$ cat config.mk
export PLATFORM = sky130hd
export DESIGN_NAME = cvxif_offload_issuer
export DESIGN_NICKNAME = d
export VERILOG_FILES = /design/src/rtl/cvxif_pkg.sv /design/src/rtl/cvxif_offload_issuer.sv
export SDC_FILE = /design/constraint.sdc
export NUM_CORES = 1
export LEC_CHECK = 0
export CAP_MARGIN = 20
export CORE_AREA = 4 4 206 208
export DETAILED_ROUTE_END_ITERATION = 6
export DIE_AREA = 0 0 210 212
export GPL_ROUTABILITY_DRIVEN = 0
export HOLD_SLACK_MARGIN = 0.06
export PLACE_DENSITY_LB_ADDON = 0.2
export SETUP_SLACK_MARGIN = 0.4
export SLEW_MARGIN = 15
export SYNTH_ARGS = -nofsm -noshare
export SYNTH_HDL_FRONTEND = slang
export SYNTH_SLANG_ARGS = --single-unit
$ cat constraint.sdc
create_clock -name clk_i -period 1.8 [get_ports clk_i]
set_input_delay 0.36 -clock clk_i [delete_from_list [all_inputs] [get_ports clk_i]]
set_output_delay 0.36 -clock clk_i [all_outputs]
set_load 0.1 [all_outputs]
$ cat src/rtl/cvxif_pkg.sv
// CV-X-IF type definitions shared by the core-side offload issuer and the coprocessor.
// Only the fields the issuer drives or consumes carry real meaning; the
// compressed and memory interfaces are present so the bundles match the protocol shape.
package cvxif_pkg;

  parameter int unsigned XLEN     = 64;
  parameter int unsigned XIdWidth = 3;
  parameter int unsigned XNumRs   = 2;

  typedef struct packed {
    logic [15:0]         instr;
    logic [1:0]          mode;
    logic [XIdWidth-1:0] id;
  } x_compressed_req_t;

  typedef struct packed {
    logic [31:0]                   instr;
    logic [1:0]                    mode;
    logic [XIdWidth-1:0]           id;
    logic [XNumRs-1:0][XLEN-1:0]   rs;
    logic [XNumRs-1:0]             rs_valid;
  } x_issue_req_t;

  typedef struct packed {
    logic accept;
    logic writeback;
    logic dualwrite;
    logic dualread;
    logic loadstore;
    logic exc;
  } x_issue_resp_t;

  typedef struct packed {
    logic [XIdWidth-1:0] id;
    logic                commit_kill;
  } x_commit_t;

  typedef struct packed {
    logic [XIdWidth-1:0] id;
    logic [XLEN-1:0]     data;
    logic [4:0]          rd;
    logic                we;
    logic                exc;
    logic [5:0]          exccode;
  } x_result_t;

  typedef struct packed {
    logic              x_compressed_valid;
    x_compressed_req_t x_compressed_req;
    logic              x_issue_valid;
    x_issue_req_t      x_issue_req;
    logic              x_commit_valid;
    x_commit_t         x_commit;
    logic              x_mem_ready;
    logic              x_mem_result_valid;
    logic              x_result_ready;
  } cvxif_req_t;

  typedef struct packed {
    logic          x_compressed_ready;
    logic          x_issue_ready;
    x_issue_resp_t x_issue_resp;
    logic          x_mem_valid;
    logic          x_result_valid;
    x_result_t     x_result;
  } cvxif_resp_t;

endpackage

$ cat src/rtl/cvxif_offload_issuer.sv
// Core-side CV-X-IF initiator. Takes one custom instruction plus operands from the
// core issue stage, runs the issue handshake, emits the commit, tracks outstanding
// IDs in a bitmap and returns coprocessor results through a one-entry writeback buffer.
//
// Ports:
//   clk_i, rst_ni            clock, asynchronous active-low reset
//   off_*                    offer from the core, accept/reject pulses back to it
//   cvxif_req_o/resp_i       CV-X-IF request/response bundles (cvxif_pkg)
//   wb_*                     buffered result towards core writeback (valid/ready)
//   spurious_o               pulse when a result arrives for an ID not outstanding
//   commit_go_i, flush_i     only with CVXIF_OFFLOAD_KILL_EN: core-controlled commit/kill
//
// Optional feature macro: CVXIF_OFFLOAD_KILL_EN. When undefined, commit follows
// acceptance automatically and is never killed.
module cvxif_offload_issuer #(
  parameter int unsigned XLEN           = 64,
  parameter int unsigned IdWidth        = 3,
  parameter int unsigned MaxOutstanding = 4
) (
  input  logic                   clk_i,
  input  logic                   rst_ni,
  input  logic                   off_valid_i,
  output logic                   off_ready_o,
  input  logic [31:0]            off_instr_i,
  input  logic [XLEN-1:0]        off_rs1_i,
  input  logic [XLEN-1:0]        off_rs2_i,
  input  logic [IdWidth-1:0]     off_id_i,
  output logic                   off_accepted_o,
  output logic                   off_rejected_o,
  output logic [IdWidth-1:0]     off_resp_id_o,
  output cvxif_pkg::cvxif_req_t  cvxif_req_o,
  input  cvxif_pkg::cvxif_resp_t cvxif_resp_i,
  output logic                   wb_valid_o,
  input  logic                   wb_ready_i,
  output logic [IdWidth-1:0]     wb_id_o,
  output logic [4:0]             wb_rd_o,
  output logic [XLEN-1:0]        wb_data_o,
  output logic                   wb_we_o,
  output logic                   wb_exc_o,
  output logic                   spurious_o
`ifdef CVXIF_OFFLOAD_KILL_EN
  ,
  input  logic                   commit_go_i,
  input  logic                   flush_i
`endif
);

  localparam int unsigned NumIds = 2 ** IdWidth;
  localparam int unsigned CntW   = $clog2(MaxOutstanding + 1);

  typedef enum logic [1:0] {StIdle, StIssue, StCommit} state_e;

  state_e              state_q;
  logic [31:0]         instr_q;
  logic [XLEN-1:0]     rs1_q, rs2_q;
  logic [IdWidth-1:0]  id_q;
  logic [1:0]          rs_valid_q;
  logic [NumIds-1:0]   bitmap_q, bitmap_d;
  logic [CntW-1:0]     count_q, count_d;
  logic                accepted_q, rejected_q;
  logic [IdWidth-1:0]  resp_id_q;
  logic                commit_valid_q, commit_kill_q;
  logic                live_q;
  logic                wb_valid_q, wb_we_q, wb_exc_q;
  logic [IdWidth-1:0]  wb_id_q;
  logic [4:0]          wb_rd_q;
  logic [XLEN-1:0]     wb_data_q;
  logic                spurious_q;

  logic               off_ready;
  logic               offer_fire;
  logic               issue_hs;
  logic               accept_evt;
  logic               result_ready;
  logic               res_fire;
  logic               res_hit;
  logic [IdWidth-1:0] res_id;
  logic               commit_set;
  logic               kill_set;
  logic               commit_leave;
  logic               flush_clr;

  assign res_id = cvxif_resp_i.x_result.id;

  // live_q keeps every request output (including x_result_ready) at zero while in reset.
  assign off_ready    = live_q && (state_q == StIdle) && (count_q < CntW'(MaxOutstanding)) &&
                        !bitmap_q[off_id_i];
  assign offer_fire   = off_valid_i && off_ready;
  assign issue_hs     = (state_q == StIssue) && cvxif_resp_i.x_issue_ready;
  assign accept_evt   = issue_hs && cvxif_resp_i.x_issue_resp.accept;
  assign result_ready = live_q && (!wb_valid_q || wb_ready_i);
  assign res_fire     = cvxif_resp_i.x_result_valid && result_ready;
  assign res_hit      = res_fire && bitmap_q[res_id];

`ifdef CVXIF_OFFLOAD_KILL_EN
  // Commit goes out the cycle after go/flush is seen; flush wins and marks it killed.
  assign commit_set   = (state_q == StCommit) && (commit_go_i || flush_i);
  assign kill_set     = (state_q == StCommit) && flush_i;
  assign commit_leave = commit_go_i || flush_i;
`else
  // Commit is raised on the accept edge so it is visible during the single COMMIT cycle.
  assign commit_set   = accept_evt;
  assign kill_set     = 1'b0;
  assign commit_leave = 1'b1;
`endif

  // A result may already have retired the ID being killed; never release it twice.
  assign flush_clr = kill_set && bitmap_q[id_q] && !(res_hit && (res_id == id_q));

  always_comb begin
    bitmap_d = bitmap_q;
    if (res_hit)    bitmap_d[res_id] = 1'b0;
    if (accept_evt) bitmap_d[id_q]   = 1'b1;
    if (flush_clr)  bitmap_d[id_q]   = 1'b0;
  end

  always_comb begin
    count_d = count_q;
    if (accept_evt) count_d = count_d + CntW'(1);
    if (res_hit)    count_d = count_d - CntW'(1);
    if (flush_clr)  count_d = count_d - CntW'(1);
  end

  always_ff @(posedge clk_i or negedge rst_ni) begin
    if (!rst_ni) begin
      state_q        <= StIdle;
      instr_q        <= '0;
      rs1_q          <= '0;
      rs2_q          <= '0;
      id_q           <= '0;
      rs_valid_q     <= '0;
      bitmap_q       <= '0;
      count_q        <= '0;
      accepted_q     <= 1'b0;
      rejected_q     <= 1'b0;
      resp_id_q      <= '0;
      commit_valid_q <= 1'b0;
      commit_kill_q  <= 1'b0;
      live_q         <= 1'b0;
      wb_valid_q     <= 1'b0;
      wb_id_q        <= '0;
      wb_rd_q        <= '0;
      wb_data_q      <= '0;
      wb_we_q        <= 1'b0;
      wb_exc_q       <= 1'b0;
      spurious_q     <= 1'b0;
    end else begin
      live_q         <= 1'b1;
      bitmap_q       <= bitmap_d;
      count_q        <= count_d;
      accepted_q     <= 1'b0;
      rejected_q     <= 1'b0;
      commit_valid_q <= commit_set;
      commit_kill_q  <= kill_set;
      spurious_q     <= res_fire && !res_hit;

      unique case (state_q)
        StIdle: begin
          if (offer_fire) begin
            instr_q    <= off_instr_i;
            rs1_q      <= off_rs1_i;
            rs2_q      <= off_rs2_i;
            id_q       <= off_id_i;
            rs_valid_q <= 2'b11;
            state_q    <= StIssue;
          end
        end
        StIssue: begin
          if (issue_hs) begin
            resp_id_q <= id_q;
            if (cvxif_resp_i.x_issue_resp.accept) begin
              accepted_q <= 1'b1;
              state_q    <= StCommit;
            end else begin
              rejected_q <= 1'b1;
              state_q    <= StIdle;
            end
          end
        end
        StCommit: begin
          if (commit_leave) state_q <= StIdle;
        end
        default: state_q <= StIdle;
      endcase

      // result_ready guarantees the buffer is free or draining when a result lands.
      if (res_hit) begin
        wb_valid_q <= 1'b1;
        wb_id_q    <= res_id;
        wb_rd_q    <= cvxif_resp_i.x_result.rd;
        wb_data_q  <= cvxif_resp_i.x_result.data;
        wb_we_q    <= cvxif_resp_i.x_result.we;
        wb_exc_q   <= cvxif_resp_i.x_result.exc;
      end else if (wb_ready_i) begin
        wb_valid_q <= 1'b0;
      end
    end
  end

  always_comb begin
    cvxif_req_o                      = '0;
    cvxif_req_o.x_issue_valid        = (state_q == StIssue);
    cvxif_req_o.x_issue_req.instr    = instr_q;
    cvxif_req_o.x_issue_req.mode     = 2'b00;
    cvxif_req_o.x_issue_req.id       = id_q;
    cvxif_req_o.x_issue_req.rs[0]    = rs1_q;
    cvxif_req_o.x_issue_req.rs[1]    = rs2_q;
    cvxif_req_o.x_issue_req.rs_valid = rs_valid_q;
    cvxif_req_o.x_commit_valid       = commit_valid_q;
    cvxif_req_o.x_commit.id          = id_q;
    cvxif_req_o.x_commit.commit_kill = commit_kill_q;
    cvxif_req_o.x_result_ready       = result_ready;
  end

  assign off_ready_o    = off_ready;
  assign off_accepted_o = accepted_q;
  assign off_rejected_o = rejected_q;
  assign off_resp_id_o  = resp_id_q;
  assign wb_valid_o     = wb_valid_q;
  assign wb_id_o        = wb_id_q;
  assign wb_rd_o        = wb_rd_q;
  assign wb_data_o      = wb_data_q;
  assign wb_we_o        = wb_we_q;
  assign wb_exc_o       = wb_exc_q;
  assign spurious_o     = spurious_q;

  // Response fields this initiator has no use for.
  logic unused_resp;
  assign unused_resp = ^{cvxif_resp_i.x_compressed_ready, cvxif_resp_i.x_mem_valid,
                         cvxif_resp_i.x_issue_resp.writeback, cvxif_resp_i.x_issue_resp.dualwrite,
                         cvxif_resp_i.x_issue_resp.dualread, cvxif_resp_i.x_issue_resp.loadstore,
                         cvxif_resp_i.x_issue_resp.exc, cvxif_resp_i.x_result.exccode};

endmodule
==> flow_metrics.env <==
export IMPL_io_pins=537
export IMPL_hold_viol=0
export IMPL_muxShareOfSynthArea_pct=30.7
export IMPL_layout_setup_ws_ns=-0.466
export IMPL_instances_no_fill=1938
export IMPL_rr_worst_depth=9
export IMPL_ctsHtreeMaxLevel=1
export IMPL_post_place_cells=1708
export IMPL_synth_adder_area_share_pct=0.226
export IMPL_synth_edff_count=0
export IMPL_period_share_pct=126
export IMPL_cts_buffer_depth=3
export IMPL_finalSetupTns_ns=-66.54
export IMPL_syn_avg_cell_area_um2=17.1
export IMPL_viasPerCell=4.22
export IMPL_path_clk_slew_ns=0.06
export IMPL_worst_ep_required_time_ns=1.44
export IMPL_synth_compound_area_share_pct=2.09
export IMPL_dr_pass1_iters=4
export IMPL_rows=74
export IMPL_hold_path_class="in2async"
export IMPL_status="finished with violations"
export IMPL_numPortBuffers=496
export IMPL_postRouteWirelength_um=38900
export IMPL_grt_max_degree=48
export IMPL_hpwl_um=27400
export IMPL_synth_async_reset_ratio_pct=100
export IMPL_track_usage_pct=16.5
export IMPL_drive_gt1_share_pct=59.4
export IMPL_syn_area_mm2=0.0111
export IMPL_tightest_slew_ns=0.503
export IMPL_synthSimpleGateAreaFrac_pct=1.66
export IMPL_fmax_ghz=0.441
export IMPL_post_route_drc_count=0
export IMPL_worst_setup_path_type="reg2out"
export IMPL_grt_antenna_before_repair=3
export IMPL_cts_buffers_inserted=31
export IMPL_clock_latency_ns=0.56
export IMPL_drtAntennaViolNets=0
export IMPL_hold_ws_ns=0.346
export IMPL_rsz0062_at_grt="true"
export IMPL_setup_viol=244
export IMPL_crit_fanout=2
export IMPL_first_iter_violations=180
export IMPL_die_w_um=210
export IMPL_synth_xor_area_share_pct=0.316
export IMPL_fillCellCount=3177
export IMPL_cp_arrival_ns=1.91
export IMPL_ys_warn_count=0
export IMPL_grt_pass1_wl_um=57200
export IMPL_clockRootBuffer="clkbuf_16"
export IMPL_synth_cell_types=40
export IMPL_dieArea_mm2=0.0445
export IMPL_core_mm2=0.0406
export IMPL_slew_headroom_pct=66.5
export IMPL_drv_slew=0
export IMPL_ys_seq_area_share_pct=58.7
export IMPL_synth_ff_type="dfrtp_1"
export IMPL_via_count=8175
export IMPL_fin_nets=1640
export IMPL_start_kind="flip-flop"
export IMPL_rr_endpoint="rs1_q[15]"
export IMPL_grt_pass1_vias=9084
export IMPL_synth_top_family_by_area="multiplexers"
export IMPL_ff2ff_setup_slack_ns=-0.41
export IMPL_postSynthCellCount=647
export IMPL_fin_crit_ns=2.27
export IMPL_cts_sinks=260
export IMPL_violations="setup timing"
export IMPL_cts_tree="built"
export IMPL_routedWlPerCell_um=20.1
export IMPL_syn_to_final_growth_pct=110
export IMPL_synth_seq_cells=260
export IMPL_fin_skew_ns=0.0140
export IMPL_overflow=0
export IMPL_cap_violations=0
export IMPL_utilization_pct=57.3
export IMPL_end_kind="output port"
export IMPL_die_h_um=212
export IMPL_start_util_pct=27.3
export IMPL_r2r_start="bitmap_q[0]"
-- metrics by stage --
step                      worst slack, ns  instance area [um^2]
final                              -0.466                 23200
after global routing               -0.528                 23200
after CTS                          -0.503                 22600
after detailed placement           -0.753                 19600
after global placement             -0.726                 19600
after floorplan                    0.0124                 11400
-- layout make-up --
| type | instances | area (um^2) | share of cell area, % |
|---|---|---|---|
| sequential | 260 | 6530 | 28.1 |
| multi-input combinational | 345 | 4540 | 19.5 |
| tap | 532 | 666 | 2.86 |
| clock buffer | 46 | 922 | 3.97 |
| inverter | 5 | 18.8 | 0.0808 |
| antenna | 1 | 2.50 | 0.0108 |
| timing repair buffer | 738 | 10400 | 44.6 |
| clock inverter | 11 | 186 | 0.802 |
-- synthesized netlist by cell type, drive strengths merged, types with 2 or more instances --
| master | n | area share (%) |
|---|---|---|
| dfrtp | 260 | 59 |
| mux2 | 243 | 30 |
| buf | 62 | 6.0 |
| a21oi | 11 | 0.50 |
| nand2 | 6 | 0.20 |
| inv | 5 | 0.17 |
| mux2i | 5 | 0.45 |
| nor2b | 5 | 0.28 |
| nand2b | 4 | 0.23 |
| a2bb2oi | 3 | 0.24 |
| a311oi | 3 | 0.24 |
| a31oi | 3 | 0.17 |
| and4b | 3 | 0.27 |
| nand3 | 3 | 0.14 |
| nand4 | 3 | 0.17 |
| nor2 | 3 | 0.10 |
| xnor2 | 3 | 0.24 |
| a2111oi | 2 | 0.17 |
| a211oi | 2 | 0.14 |
| a21o | 2 | 0.14 |
| clkbuf | 2 | 0.068 |
| conb | 2 | 0.068 |
| ha | 2 | 0.23 |
-- metal layers --
metal | up-vias | wire length [um] | track usage, %
li1 | 3708 | - | -
met1 | 4145 | 14400 | 19.1
met2 | 267 | 20600 | 29.6
met3 | 51 | 2990 | 5.34
met4 | 4 | 843 | 4.46
met5 | - | 21 | 0
-- cells by family after synthesis --
logic type | Yosys count
flops | 260
fa+ha+maj | 2
simple gates | 31
mux | 248
xor+xnor | 4
other cells | 2
compound gates | 31
buf+inv | 69
-- flip-flops by register name, summed over array words and instances (netlist names) --
| signal | cells |
|---|---|
| rs1_q | 64 |
| commit_valid_q | 1 |
| wb_id_o | 3 |
| id_q | 3 |
| wb_exc_o | 1 |
| spurious_o | 1 |
| off_accepted_o | 1 |
| state_q | 2 |
| instr_q | 32 |
| off_rejected_o | 1 |
| wb_data_o | 64 |
| count_q | 3 |
| rs_valid_q | 1 |
| off_resp_id_o | 3 |
| wb_rd_o | 5 |
| wb_valid_o | 1 |
| bitmap_q | 8 |
| rs2_q | 64 |
| live_q | 1 |
| wb_we_o | 1 |
-- worst max-delay path by stage --
stage,slack [ns],to,cells after the start,start
2_1_floorplan,0.01,instr_q[0],6,off_id_i[1]
3_3_place_gp,-0.73,rs1_q[3],8,off_id_i[1]
3_5_place_dp,-0.75,rs1_q[30],8,off_id_i[1]
4_1_cts,-0.50,off_ready_o,5,bitmap_q[7]
5_1_grt,-0.53,off_ready_o,5,bitmap_q[0]
6_report,-0.47,off_ready_o,5,bitmap_q[1]
-- placed cells by master, fill, tap and decap left out, types with 3 or more instances in the layout --
cell             synthesis  routed
a311oi_2                 0       3
buf_16                   0      22
conb_1                   2      28
dfrtp_1                260     250
a21oi_1                 11       7
nor2b_4                  0       3
buf_12                  16     286
buf_8                    1      10
clkbuf_16                0      31
clkbuf_1                 2       6
mux2_4                 164     243
nor2_1                   3       3
nand2_1                  6       4
a31oi_1                  3       3
clkinv_2                 0       4
bufinv_16                0       5
a21oi_2                  0       3
dfrtp_4                  0       5
clkbuf_8                 0       9
inv_1                    5       4
nand2b_1                 4       3
buf_6                    3      34
nand4_1                  3       3
xnor2_1                  3       3
dfrtp_2                  0       5
clkdlybuf4s50_1          0     241
buf_4                   35     143
-- critical path: stages (launching register included) --
cell	delay [ns]
dfrtp_1	0.37
inv_2	0.06
o2111a_1	0.25
buf_4	0.14
o31a_4	0.36
buf_12	0.17
-- repair_timing --
item	in CTS	in global routing
endpoints found under the setup margin	504	508
buffers inserted	92	57
endpoints found under the hold margin	33	0
resized for setup	158	41
hold buffers	1	0
gates cloned	22	0
pin swaps	13	15
Power is not shown: default switching activity piles up to over one toggle a cycle in this logic, so the estimate is an artifact.
